`config.mk`:
```
export PLATFORM = sky130hd
export DESIGN_NAME = nqueens_controller
export DESIGN_NICKNAME = d
export VERILOG_FILES = /design/src/rtl/nqueens_pkg.sv /design/src/rtl/nqueens_controller.sv
export SDC_FILE = /design/constraint.sdc
export NUM_CORES = 1
export LEC_CHECK = 0
export CAP_MARGIN = 30
export CORE_MARGIN = 2
export CORE_UTILIZATION = 50
export DETAILED_ROUTE_END_ITERATION = 6
export HOLD_SLACK_MARGIN = 0.15
export PLACE_DENSITY_LB_ADDON = 0.2
export SYNTH_ARGS = -nofsm -noshare
export SYNTH_HDL_FRONTEND = slang
export SYNTH_SLANG_ARGS = --single-unit
```
`constraint.sdc`:
```
create_clock -name clk -period 2.5 [get_ports clk]
set_input_delay 0.625 -clock clk [delete_from_list [all_inputs] [get_ports clk]]
set_output_delay 0.625 -clock clk [all_outputs]
set_load 0.01 [all_outputs]
```
`src/rtl/nqueens_pkg.sv`:
```
// Shared types and constants for the N-Queens controller and its datapath.
package nqueens_pkg;

  localparam int DW    = 3;
  localparam int CNT_W = 8;

  typedef enum logic [1:0] {
    IDLE,
    CHECK,
    BACKTRACK,
    RESTORE
  } state_t;

  typedef logic [DW-1:0]    idx_t;
  typedef logic [CNT_W-1:0] cnt_t;

endpackage

```
`src/rtl/nqueens_controller.sv`:
```
// Iterative backtracking search over an N x N board, driving the queen-position
// register file and IsSafe checker and counting every complete placement.
module nqueens_controller
  import nqueens_pkg::*;
(
  input  logic             clk,
  input  logic             reset,
  input  logic             start,
  input  logic [DW-1:0]    n,
  output logic             busy,
  output logic             done,
  output logic [CNT_W-1:0] solutions,
  output logic [DW-1:0]    row,
  output logic [DW-1:0]    col,
  input  logic             safe,
  output logic [DW-1:0]    address_3,
  output logic [DW-1:0]    data_in_3,
  output logic             load_3,
  output logic             read_3,
  input  logic [DW-1:0]    data_out_3
);

  state_t state, state_d;
  idx_t   n_q, n_d;
  idx_t   row_d, col_d;
  cnt_t   sol_d;
  logic   busy_d, done_d;

  // NOTE: every signal written here gets a default first, so no path through
  // the case leaves a value unassigned and no latch is inferred.
  always_comb begin
    state_d   = state;
    n_d       = n_q;
    row_d     = row;
    col_d     = col;
    sol_d     = solutions;
    busy_d    = busy;
    done_d    = done;
    load_3    = 1'b0;
    read_3    = 1'b0;
    address_3 = '0;
    data_in_3 = '0;

    unique case (state)
      IDLE: begin
        if (start) begin
          n_d     = n;
          row_d   = '0;
          col_d   = '0;
          sol_d   = '0;
          done_d  = 1'b0;
          busy_d  = 1'b1;
          state_d = CHECK;
        end
      end

      CHECK: begin
        address_3 = row;
        data_in_3 = col;
        if (col == n_q) begin
          state_d = BACKTRACK;
        end else if (safe) begin
          // The write must land on the same edge that advances row, so the
          // next IsSafe evaluation already sees this queen.
          load_3 = 1'b1;
          if (row == n_q - idx_t'(1)) begin
            sol_d = solutions + cnt_t'(1);
            col_d = col + idx_t'(1);
          end else begin
            row_d = row + idx_t'(1);
            col_d = '0;
          end
        end else begin
          col_d = col + idx_t'(1);
        end
      end

      BACKTRACK: begin
        if (row == '0) begin
          busy_d  = 1'b0;
          done_d  = 1'b1;
          state_d = IDLE;
        end else begin
          read_3    = 1'b1;
          address_3 = row - idx_t'(1);
          row_d     = row - idx_t'(1);
          state_d   = RESTORE;
        end
      end

      RESTORE: begin
        // Resume the previous row one column past its last placed queen.
        col_d   = data_out_3 + idx_t'(1);
        state_d = CHECK;
      end

      default: state_d = IDLE;
    endcase
  end

  // NOTE: sequential state uses non-blocking assignments so every register
  // samples the pre-edge values computed above, independent of statement order.
  always_ff @(posedge clk) begin
    if (!reset) begin
      state     <= IDLE;
      n_q       <= '0;
      row       <= '0;
      col       <= '0;
      solutions <= '0;
      busy      <= 1'b0;
      done      <= 1'b0;
    end else begin
      state     <= state_d;
      n_q       <= n_d;
      row       <= row_d;
      col       <= col_d;
      solutions <= sol_d;
      busy      <= busy_d;
      done      <= done_d;
    end
  end

endmodule

```
# ---- Word level (Yosys, flattened, before mapping)
# Index checks and enable logic that the tools add are counted.
dict set report classes {
  addsub 6
  n_mul 0
  div_mod_pow 0
  n_lt_le_gt_ge 0
  eq_ne 13
  shifts 0
  muxes 33
  n_bitwise 0
  n_reduce_logical 12
}
# op count
set op_table {}
lappend op_table {{2-to-1 mux 8 bit} 4}
lappend op_table {{2-to-1 mux 3 bit} 10}
lappend op_table {{one-hot mux 3 bit (3 select lines)} 2}
lappend op_table {{inequality test 2 bit (second input constant)} 8}
lappend op_table {{one-hot mux 8 bit (2 select lines)} 1}
lappend op_table {{adder 3 x 1 -> 3 bit (second input constant)} 3}
lappend op_table {{2-to-1 mux 1 bit} 9}
lappend op_table {{adder 8 x 1 -> 8 bit (second input constant)} 1}
lappend op_table {{one-hot mux 2 bit (4 select lines)} 1}
lappend op_table {{equality test 3 bit} 2}
lappend op_table {{2-to-1 mux 2 bit} 3}
lappend op_table {{one-hot mux 3 bit (2 select lines)} 1}
lappend op_table {{AND reduction 3 bit} 2}
lappend op_table {{AND reduction 6 bit} 1}
lappend op_table {{nonzero test 3 bit} 2}
lappend op_table {{subtractor 3 x 1 -> 3 bit (second input constant)} 2}
lappend op_table {{AND reduction 5 bit} 1}
lappend op_table {{equality test 2 bit (second input constant)} 2}
lappend op_table {{one-hot mux 1 bit (2 select lines)} 2}
lappend op_table {{AND reduction 2 bit} 2}
lappend op_table {{nonzero test 2 bit} 2}
lappend op_table {{logical NOT 3 bit} 1}
lappend op_table {{equality test 2 x 1 -> 1 bit (second input constant)} 1}
lappend op_table {{logical NOT 2 bit} 1}
dict set report totals {
  ff_bits 21
  latch_bits 0
  mem_bits_rw 0
  rom_bits 0
  input_bits 10
  output_inout_bits 24
  wordCells 71
  n_memories 0
}

# ---- Logic depth before layout (Yosys ltp)
dict set report depth {
  word_depth 6
  mapped_depth 9
  ltp_nobuf 7
}

# ---- Worst setup path before layout
# OpenSTA, ideal clock, no wires.
dict set report synth_path {
  kind {reg-to-output}
  startpoint {reg row[0]}
  endpoint {out address_3[0]}
  arrival_time_ps 1436
  required_ps 1875
  slack_ps 439
  path_stages_with_launch 7
  path_buffers 0
  cell_sequence {dfxtp_1 inv_1 ha_1 ha_1 nand2b_1 o21ai_0 and2_1}
}
dict set report synth_between {
  elab_chain_cells 3
  elab_cells_between_ends 4
  classes_between {add/sub: 1; mux: 2; reduce/logical: 1}
}
# item line
set synth_lines {}
lappend synth_lines {{start, declared} nqueens_controller.sv:13} ;# output logic [DW-1:0] row,
lappend synth_lines {{start signal, assigned} nqueens_controller.sv:115} ;# row <= row_d;
lappend synth_lines {{subtractor 3 x 1 -> 3 bit or logical NOT 3 bit (tied branches)} {nqueens_controller.sv:85, nqueens_controller.sv:79}}
lappend synth_lines {{2-to-1 mux 3 bit} nqueens_controller.sv:79} ;# if (row == '0) begin
lappend synth_lines {{one-hot mux 3 bit (2 select lines) *} nqueens_controller.sv:44} ;# unique case (state)
lappend synth_lines {{end, declared} nqueens_controller.sv:16} ;# output logic [DW-1:0] address_3,
# Every way passes the cells marked *; elsewhere a longest branch is shown, timed or not.

# ---- Worst setup path in the final report
dict set report layout_path {
  startpoint {reg state[1]}
  endpoint {out data_in_3[2]}
}
dict set report layout_between {
  elab_chain_cells 2
}
# item line
set layout_lines {}
lappend layout_lines {{start, declared} nqueens_controller.sv:23} ;# state_t state, state_d;
lappend layout_lines {{start signal, assigned} nqueens_controller.sv:113} ;# state <= state_d;
lappend layout_lines {{equality test 2 x 1 -> 1 bit} nqueens_controller.sv:44}
lappend layout_lines {{2-to-1 mux 3 bit} nqueens_controller.sv:44}
lappend layout_lines {{end, declared} nqueens_controller.sv:17} ;# output logic [DW-1:0] data_in_3,
# No other way between the ends.

==> results.ini <==
[status]
status = finished with violations
violations = DRC

[sta]
finalHoldViolCount = 0
final.setup.tns_ns = 0
whs_ns = 0.4736
finalMaxSlewViolations = 0
tightest_slew_ns = 0.8316
relSlewSlack_pct = 43.68
fmax_mhz = 415.0
rsz0062_at_grt = no
final.setup_skew_ns = 0.003815
finalWorstSetupSlack_ns = 0.09059
setup_violations = 0
finalCritPeriodShare_pct = 96.38
period_needed_ns = 2.409

[route]
routed_wl_um = 3719
drt_iter0_drc = 52
routed_via_density = 5.948
drtPass1Iterations = 6
remaining_drc_errors = 3
postRouteAntennaNets = 0
avgRoutedWirePerCell_um = 14.76
vias = 1499

[yosys]
syn_nets = 205
yosysWarnings = 0
ys_seq_elements = 21
syn_area_per_cell_sq_um = 8.236
yosysSeqAreaShare_pct = 28.05
synth_flop_cell = dfxtp_1
synth_top_area_share_pct = 28.05
syn_inst = 182
synth_edf_count = 0
synth_area_sq_mm = 0.001499
yosysUniqueCellTypes = 42
synth_area_leaders = dfxtp_1, ha_1, a21oi_1, nand2_1, mux2i_1
synthArstFlopShare_pct = 0
yosys.area.top_type = dfxtp_1

[power_and_ir_drop]
p_leak_uw = 0.0008179
p_per_area_mw_per_mm2 = 743.5
vdd_drop_max_mv = 0.5250

[global_route]
first_global_vias = 1424
grt_max_degree = 16
grt.busiest_layer = met2
use_met1_pct = 29.12
grt_first_pass_wirelength_um = 6210
grt_use_met3_pct = 3.516
met2_usage_pct = 39.52
grt-ovfl-total = 0
grt_antenna_before_repair = 0
grt_use_total_pct = 23.19

[final_layout]
drive_gt1_share_pct = 12.67
fillers = 236
finalInstanceArea_sq_mm = 0.001976
diodes = 0
final_cells = 252
final_nets = 245
area_growth_pct = 31.80

[setup_path]
worstPathCellList = inv_2 > ha_4 > buf_6 > and2_1 > clkdlybuf4s50_1
crit_path_max_incr_delay_ns = 0.53
crit_slowest_cell = clkdlybuf4s50_1
crit_family = buffers and inverters
r2r_start = n_q[0]
r2r_slack_ns = 0.32
end_kind = output port
critPathBufInv = 3
worstPathArrival_ns = 1.78
r2r_cells = 6
timing.rr.end = solutions[4]
critPathKind = flip-flop to output port
crit_path_start_kind = flip-flop
crit_required_ns = 1.88
cp_max_fo = 13

[min_path]
hold_start = solutions[7]
worstHoldEndpoint = solutions[7]
hold_class = flip-flop to flip-flop
holdPathStages = 2

[floorplan]
ios = 34
die_area_sq_mm = 0.003452
core_area_sq_mm = 0.002805
num_rows = 19
die_x_um = 58.75
die_h_um = 58.75
start_util_pct = 53.43

[clock_network]
htreeDepth = 1
clockBufferDepth = 2
path_clk_slew_ns = 0.12
insertion_delay_ns = 0.31
cts-buffers-inserted = 3
cts_tree = yes
root_buffer = clkbuf_4
cts_sinks = 21

[placed_design]
port_buffers = 33
place_inst = 248
place_hpwl_um = 2846
placed_area_sq_mm = 0.001906
pre_cts_slack_ns = 0.002983
place.gp.congestion = 0.8497

[flow_run]
cap_violations = 0

==> cells in the mapped netlist, types with 2 or more instances <==
cell and count:
mux2i_1 6, xor2_1 6, nand4_1 2, nor2b_1 3, and3_1 2, dfxtp_1 21, or3_1 4, o22ai_1 2
a21oi_1 15, nor2_1 5, o211ai_1 2, ha_1 13, buf_2 3, or4_1 5, buf_4 2, o21ai_0 5
o2111ai_1 2, nand2_1 17, and2_1 6, and4_1 4, inv_1 15, clkbuf_1 4, nand3_1 8, nor3_1 4
o31ai_1 6, nand2b_1 4
==> layer usage <==
layer / share of wire, % / vias to the layer above
li1: - / 746
met1: 43 / 697
met2: 51 / 50
met3: 4.9 / 6
met4: 0.89 / 0
met5: 0 / -
==> metrics by stage <==
step	utilization, %	total power (uW)
after floorplan	-	961.9
after global placement	67.93	1197
after detailed placement	67.93	1218
after CTS	70.25	1455
after global routing	70.43	1564
final	70.43	1469
==> cells in the final DEF (no fill, tap or decap), types with 5 or more instances in the layout <==
master	count
clkdlybuf4s50_1	28
dfxtp_1	18
nand2_1	17
a21oi_1	15
inv_1	13
buf_4	10
ha_1	9
nand3_1	8
and2_1	6
mux2i_1	6
o31ai_1	6
xor2_1	5
nor2_1	5
or4_1	5
==> tightest hold or removal path: cells and delay by family (launching register included) <==
kind             cells  cell delay, ns
DFF                  1            0.34
and+or+nand+nor      1            0.05
muxes                1            0.05
==> layout make-up <==
type                    instances  area, sq um  share of cell area [%]
multi-input cells             137         1020                   51.62
flip-flops and latches         21        424.2                   21.47
repair buffers                 44        410.4                   20.77
inverters                      15        56.30                   2.850
well taps                      31        38.79                   1.963
clock buffers                   4        26.28                   1.330
==> flip-flops by register name, summed over array words and instances (netlist names) <==
signal	count
state	2
done	1
busy	1
n_q	3
solutions	8
col	3
row	3
==> power by group <==
group | internal (uW) | switching (uW) | leakage (uW)
Combinational | 386 | 469 | 0.000631
Sequential | 382 | 64.2 | 0.000172
Clock | 62.3 | 106 | 0.0000150
Total | 830 | 639 | 0.000818
==> cells by family (layout without fill, tap and decap cells) <==
| group | after synthesis | in the layout | share of synthesized area (%) |
|---|---|---|---|
| AND/OR/NAND/NOR | 66 | 66 | 25.13 |
| buffers and inverters | 24 | 63 | 6.760 |
| AO/OA/AOI/OAI | 44 | 44 | 19.53 |
| flip-flops | 21 | 21 | 28.05 |
| XOR/XNOR | 8 | 8 | 5.676 |
| adder cells (fa/ha/maj) | 13 | 13 | 10.85 |
| multiplexers | 6 | 6 | 4.007 |
==> timing repair <==
action | in CTS | in global routing
gates resized for setup | 16 | 6
setup endpoints to repair | 8 | 3
hold buffers | 0 | 0
buffers inserted | 0 | 0
==> worst max path at each step <==
stage / startpoint / endpoint / slack (ns) / cells past startpoint
finish: state[1] / data_in_3[2] / 0.09 / 5
global route: row[1] / address_3[0] / 0.008 / 7
CTS: col[0] / load_3 / -0.003 / 4
detailed placement: safe / load_3 / 0.003 / 4
global placement: safe / load_3 / 0.02 / 4
floorplan: row[0] / address_3[0] / 0.44 / 6
No activity file was read; power rests on OpenSTA's default activity.
